## src/rtl/loader_pkg.sv

```systemverilog
// Shared definitions for the instruction-memory boot loader.
//   state_t        : loader FSM encoding (3-bit)
//   HDR_BYTES      : length of the word-count header in bytes
//   BYTES_PER_WORD : stream bytes packed into one imem word
package loader_pkg;

  typedef enum logic [2:0] {
    HDR_HI = 3'd0,
    HDR_LO = 3'd1,
    DATA   = 3'd2,
    DONE   = 3'd3,
    ERR    = 3'd4
  } state_t;

  localparam int HDR_BYTES      = 2;
  localparam int BYTES_PER_WORD = 4;

endpackage

```

## src/rtl/imem_loader_byte_packer.sv

```systemverilog
// byte_packer: packs a byte stream into big-endian 32-bit words.
//   clk, reset : clock, asynchronous active-low reset
//   clr        : synchronous clear of the partial word and byte counter
//   push       : din is consumed this cycle
//   din        : stream byte
//   word       : packed word including the byte being pushed now
//   word_done  : push of the last byte of a word (combinational)
module byte_packer
  import loader_pkg::*;
(
  input  logic        clk,
  input  logic        reset,
  input  logic        clr,
  input  logic        push,
  input  logic [7:0]  din,
  output logic [31:0] word,
  output logic        word_done
);

  logic [23:0] sr;
  logic [1:0]  cnt;

  // The current byte is combined in directly so the loader can register the
  // complete word on the same edge that accepts its final byte.
  assign word      = {sr, din};
  assign word_done = push && (cnt == 2'(BYTES_PER_WORD - 1));

  // NOTE: sequential state uses non-blocking assignments so every flop
  // samples pre-edge values regardless of statement order.
  always_ff @(posedge clk or negedge reset) begin
    if (!reset) begin
      sr  <= '0;
      cnt <= '0;
    end else if (clr) begin
      sr  <= '0;
      cnt <= '0;
    end else if (push) begin
      sr  <= {sr[15:0], din};
      cnt <= cnt + 2'd1;  // wraps 3 -> 0 at word boundary
    end
  end

endmodule

```

## src/rtl/imem_loader.sv

```systemverilog
// imem_loader: boot-time program loader in front of the MIPS instruction
// memory. Parses a 2-byte word count N (MSB first) followed by 4*N payload
// bytes, writes big-endian words from address 0, then releases the datapath.
//   clk, reset   : clock, asynchronous active-low reset (release assumed
//                  synchronous to clk upstream)
//   start        : re-arm pulse, honoured only in DONE/ERR
//   in_data/in_valid/in_ready : byte stream handshake
//   wr_en/wr_addr/wr_data     : imem write port, one strobe per word
//   words_loaded : words written since last arm
//   cpu_reset_n  : datapath reset, high only in DONE
//   busy, error  : status
module imem_loader
  import loader_pkg::*;
#(
  parameter int ADDR_WIDTH = 8,
  parameter int MAX_WORDS  = 2 ** ADDR_WIDTH
) (
  input  logic                  clk,
  input  logic                  reset,
  input  logic                  start,
  input  logic [7:0]            in_data,
  input  logic                  in_valid,
  output logic                  in_ready,
  output logic                  wr_en,
  output logic [ADDR_WIDTH-1:0] wr_addr,
  output logic [31:0]           wr_data,
  output logic [ADDR_WIDTH:0]   words_loaded,
  output logic                  cpu_reset_n,
  output logic                  busy,
  output logic                  error
);

  localparam logic [16:0] MAX_N = 17'(MAX_WORDS);

  state_t                state;
  logic [15:0]           n_words;
  logic [ADDR_WIDTH-1:0] word_idx;
  logic                  accept;
  logic                  rearm;
  logic [31:0]           packed_word;
  logic                  word_done;
  logic [15:0]           n_full;
  logic [15:0]           next_count;

  // Ready depends on state alone so upstream never sees a valid->ready loop.
  assign busy     = (state == HDR_HI) || (state == HDR_LO) || (state == DATA);
  assign in_ready = busy;
  assign accept   = in_valid && in_ready;
  assign rearm    = start && ((state == DONE) || (state == ERR));

  assign n_full     = {n_words[15:8], in_data};
  assign next_count = 16'(words_loaded) + 16'd1;

  byte_packer u_packer (
    .clk       (clk),
    .reset     (reset),
    .clr       (rearm),
    .push      (accept && (state == DATA)),
    .din       (in_data),
    .word      (packed_word),
    .word_done (word_done)
  );

  // NOTE: asynchronous active-low reset puts every flop in a known state the
  // moment reset falls, so cpu_reset_n drops without waiting for a clock.
  always_ff @(posedge clk or negedge reset) begin
    if (!reset) begin
      state        <= HDR_HI;
      n_words      <= '0;
      word_idx     <= '0;
      words_loaded <= '0;
      wr_en        <= 1'b0;
      wr_addr      <= '0;
      wr_data      <= '0;
      cpu_reset_n  <= 1'b0;
      error        <= 1'b0;
    end else begin
      // NOTE: default the strobe low first so it can only ever last one cycle.
      wr_en <= 1'b0;
      unique case (state)
        HDR_HI: if (accept) begin
          n_words[15:8] <= in_data;
          state         <= HDR_LO;
        end
        HDR_LO: if (accept) begin
          n_words[7:0] <= in_data;
          if (n_full == 16'd0 || {1'b0, n_full} > MAX_N) begin
            state <= ERR;
            error <= 1'b1;
          end else begin
            state <= DATA;
          end
        end
        DATA: if (word_done) begin
          wr_en        <= 1'b1;
          wr_addr      <= word_idx;
          wr_data      <= packed_word;
          word_idx     <= word_idx + 1'b1;
          words_loaded <= words_loaded + 1'b1;
          if (next_count == n_words) state <= DONE;
        end
        DONE, ERR: begin
          // Release the datapath one cycle after the final write lands.
          cpu_reset_n <= (state == DONE) && !start;
          if (start) begin
            state        <= HDR_HI;
            word_idx     <= '0;
            words_loaded <= '0;
            error        <= 1'b0;
          end
        end
        default: state <= HDR_HI;
      endcase
    end
  end

endmodule

```

## config.mk

```make
export PLATFORM = sky130hd
export DESIGN_NAME = imem_loader
export DESIGN_NICKNAME = d
export VERILOG_FILES = /design/src/rtl/loader_pkg.sv /design/src/rtl/imem_loader_byte_packer.sv /design/src/rtl/imem_loader.sv
export SDC_FILE = /design/constraint.sdc
export NUM_CORES = 1
export LEC_CHECK = 0
export ABC_AREA = 1
export BUFFER_PORTS_ARGS = -buffer_cell sky130_fd_sc_hd__buf_2
export CAP_MARGIN = 20
export CORE_MARGIN = 4
export CORE_UTILIZATION = 56
export CTS_CLUSTER_SIZE = 40
export DETAILED_ROUTE_END_ITERATION = 8
export GPL_TIMING_DRIVEN = 0
export HOLD_SLACK_MARGIN = 0.1
export PLACE_DENSITY = 0.79
export SLEW_MARGIN = 5
export SYNTH_ARGS = -nofsm -noshare
export SYNTH_HDL_FRONTEND = slang
export SYNTH_SLANG_ARGS = --single-unit
```

## constraint.sdc

```tcl
create_clock -name clk -period 1.9 [get_ports clk]
set_input_delay 0.095 -clock clk [delete_from_list [all_inputs] [get_ports clk]]
set_output_delay 0.095 -clock clk [all_outputs]
set_load 0.01 [all_outputs]
```

==> out/results.ini <==
[outcome]
status = completed

[pwr]
ir_drop_uv = 718
seqPwrFrac_pct = 52.3
p_per_area_mw_per_mm2 = 1010
power.internal_mw = 3.54
power.leakage_nw = 2.68
switching_share_pct = 33.6
clockPowerShare_pct = 24.0
power.net_switching_mw = 1.79
comb_power_share_pct = 23.7

[setup_path]
regToRegEndpoint = state[2]
rr_worst_depth = 13
worstSetupPathType = reg -> reg
crit_arrival_ns = 2.03
critPathSlowestCell = dfrtp_2
critPathMostFrequentCell = nand2_1
critPathMaxStageDelay_ns = 0.45
critPathLaunchType = flip-flop
worst-r2r-setup-slack_ns = 0.13
end_kind = flip-flop
reg2reg_from = words_loaded[0]
path_depth = 13
crit_family = simple AND/OR/NAND/NOR gates
crit_required_ns = 2.16
crit_buf_inv = 1
crit_fanout = 4
cp_cell_sequence = ha_4 > inv_1 > nand2_1 > nand2_1 > nand2_1 > nor2_1 > nand3_1 > nor2_1 > nand3_2 > o21bai_2 > nand2_1 > nand2_1 > nand2_1

[clock_tree]
clk_path_buf_depth = 2
tritoncts = done
cts-root-buf = clkbuf_8
clock_sinks = 105
clk_latency_ns = 0.36
h-tree-depth = 3
cts-buffers-inserted = 9
clk_pin_slew_ns = 0.10

[sta]
max_freq_mhz = 565
final_max_slew_viol_count = 0
worstMarginPinSlew_ns = 0.804
whs_ns = 0.102
relSlewSlack_pct = 46.4
finClkSkew_ns = 0.00877
setup_viol = 0
period_needed_ns = 1.77
finalHoldViolations = 0
fin_crit_sh_pct = 93.2

[yosys]
synthDistinctLibCells = 32
synth_ff_type = dfrtp_1
syn_area_per_cell_sq_um = 9.21
async_flop_share_pct = 100
syn_nets = 499
ys_seq_area_share_pct = 59.0
synth_edf_count = 0
synth_area_sq_mm = 0.00446
synth_compound_area_share_pct = 13.2
synthMuxAreaShare_pct = 0
synth_adder_area_share_pct = 0.842
yosysWarnings = 0
ys_ff_latch = 105
synth-simple-area-share_pct = 18.6
synth_top_family_by_area = simple AND/OR/NAND/NOR gates
synthesis.instances = 484
synth_xor_area_share_pct = 0.898

[floorplanning]
die_w_um = 97.2
io_pins = 66
die_y_um = 97.2
core_area_sq_mm = 0.00773
die_area_sq_mm = 0.00945
row_count = 32
start_util_pct = 57.7

[placed_design]
port_buffers = 65
place_area_sq_mm = 0.00493
globalplace.congestion = 0.856
dpl.hpwl_mm = 7.23

[finish]
nNetsFinal = 592
final_cell_mix = nand2_1, dfrtp_1, buf_2
area_growth_pct = 18.7
layout_commonest_cell = nand2_1
layout-drive-gt1-share_pct = 22.5
fin_area_sq_mm = 0.00529
num_antenna_cells = 0

[route]
viasPerCell = 5.42
antenna_left = 0
first_pass_iters = 4
routed-via-count = 3704
drc = 0
initialDrtViolationCount = 184
wirelength_mm = 10.2
wl_per_cell_um = 14.9

[grt]
grt-ovfl-total = 0
track_usage_pct = 22.4
grt_max_degree = 64
grt_pass1_wl_mm = 17.3
grt_pass1_vias = 3564
antenna_found_initial = 0

[min_path]
holdPathEnd = n_words[6]
hp-start = in_data[6]
hold_class = in -> reg
holdPathStages = 3

[flow_run]
maxCapViolations = 0

[worst max-delay path by stage]
stage | slack (ns) | end | from
after floorplan | 0.21 | state[2] | words_loaded[0]
after detailed placement | -0.01 | state[1] | words_loaded[0]
after global placement | -0.35 | wr_data[24] | reset
after CTS | 0.03 | state[1] | words_loaded[0]
after global routing | -0.02 | word_idx[6] | state[0]
final | 0.13 | state[2] | words_loaded[0]
[Yosys cell counts (2+ instances only)]
cell type | number | area, sq um
nor2_2 | 3 | 18.8
ha_1 | 3 | 37.5
nor3_1 | 4 | 20.0
nand2_2 | 4 | 25.0
o22ai_1 | 29 | 181
nor2_4 | 4 | 45.0
nand4_1 | 3 | 18.8
or2_1 | 2 | 12.5
inv_1 | 64 | 240
clkbuf_1 | 8 | 30.0
nand2_1 | 123 | 462
a21oi_2 | 2 | 17.5
dfrtp_1 | 105 | 2630
o21ai_0 | 62 | 310
xor2_1 | 2 | 17.5
nor2_1 | 12 | 45.0
a21oi_1 | 8 | 40.0
nand2_4 | 2 | 22.5
o21ai_1 | 2 | 10.0
nand3_1 | 21 | 105
buf_2 | 8 | 40.0
nand3b_1 | 3 | 22.5
[layer usage]
| layer | GRT usage [%] | share of wire [%] |
|---|---|---|
| met5 | 0 | 0 |
| met4 | 6.07 | 1.4 |
| met3 | 4.31 | 6.0 |
| met2 | 36.0 | 49 |
| met1 | 31.7 | 43 |
[power by group through the flow]
| stage | combinational [mW] | sequential [mW] | clock [mW] |
|---|---|---|---|
| 2_1_floorplan | 0.835 | 2.77 | 0 |
| 3_3_place_gp | 1.11 | 2.80 | 0 |
| 3_5_place_dp | 1.17 | 2.81 | 0 |
| 4_1_cts | 1.18 | 2.77 | 1.31 |
| 5_1_grt | 1.42 | 2.82 | 1.41 |
| 6_report | 1.26 | 2.79 | 1.28 |
[registers in the layout (all words and copies together), names as in the netlist, 2 cells and up]
register      flops
n_words          16
words_loaded      9
u_packer.cnt      2
wr_data          32
u_packer.sr      24
word_idx          8
wr_addr           8
state             3
[what timing repair did]
| action | 4_1_cts | 5_1_grt |
|---|---|---|
| hold endpoints to repair | 71 | 0 |
| setup buffers | 0 | 11 |
| hold buffers | 5 | 0 |
| gates resized for setup | 1 | 14 |
| setup endpoints to repair | 2 | 26 |
| pin swaps | 0 | 7 |
[layout make-up]
class,count,area (sq um)
Inverter,65,249
Tap cell,102,128
Sequential cell,105,2630
Buffer,18,88.8
Clock inverter,6,50.0
Fill cell,613,2440
Timing Repair Buffer,82,480
Clock buffer,10,128
Multi-Input combinational cell,296,1540
[through the flow]
step	setup TNS (ns)	setup slack (ns)	total power, mW	cells	utilization (%)
final	0	0.129	5.32	684	68.5
after global routing	-0.0226	-0.0226	5.64	684	68.5
after CTS	0	0.0268	5.26	673	66.8
after detailed placement	-0.0214	-0.0122	3.98	652	63.8
after global placement	-36.71	-0.355	3.90	651	63.5
after floorplan	0	0.207	3.60	484	-
[worst register-to-register path, stage by stage (launching register included)]
cell      delay [ns]
dfrtp_2         0.45
ha_4            0.25
inv_1           0.06
nand2_1         0.05
nand2_1         0.05
nand2_1         0.05
nor2_1          0.08
nand3_1         0.08
nor2_1          0.12
nand3_2         0.09
o21bai_2        0.18
nand2_1         0.09
nand2_1         0.08
nand2_1         0.05
[cells by family after synthesis]
kind of cell	Yosys count
AOI/OAI and AO/OA	106
xor gates and xnor gates	3
adders and majority gates	3
buffers and inverters	83
DFF	105
and+or+nand+nor	184
Power figures use the tool's default switching activity.
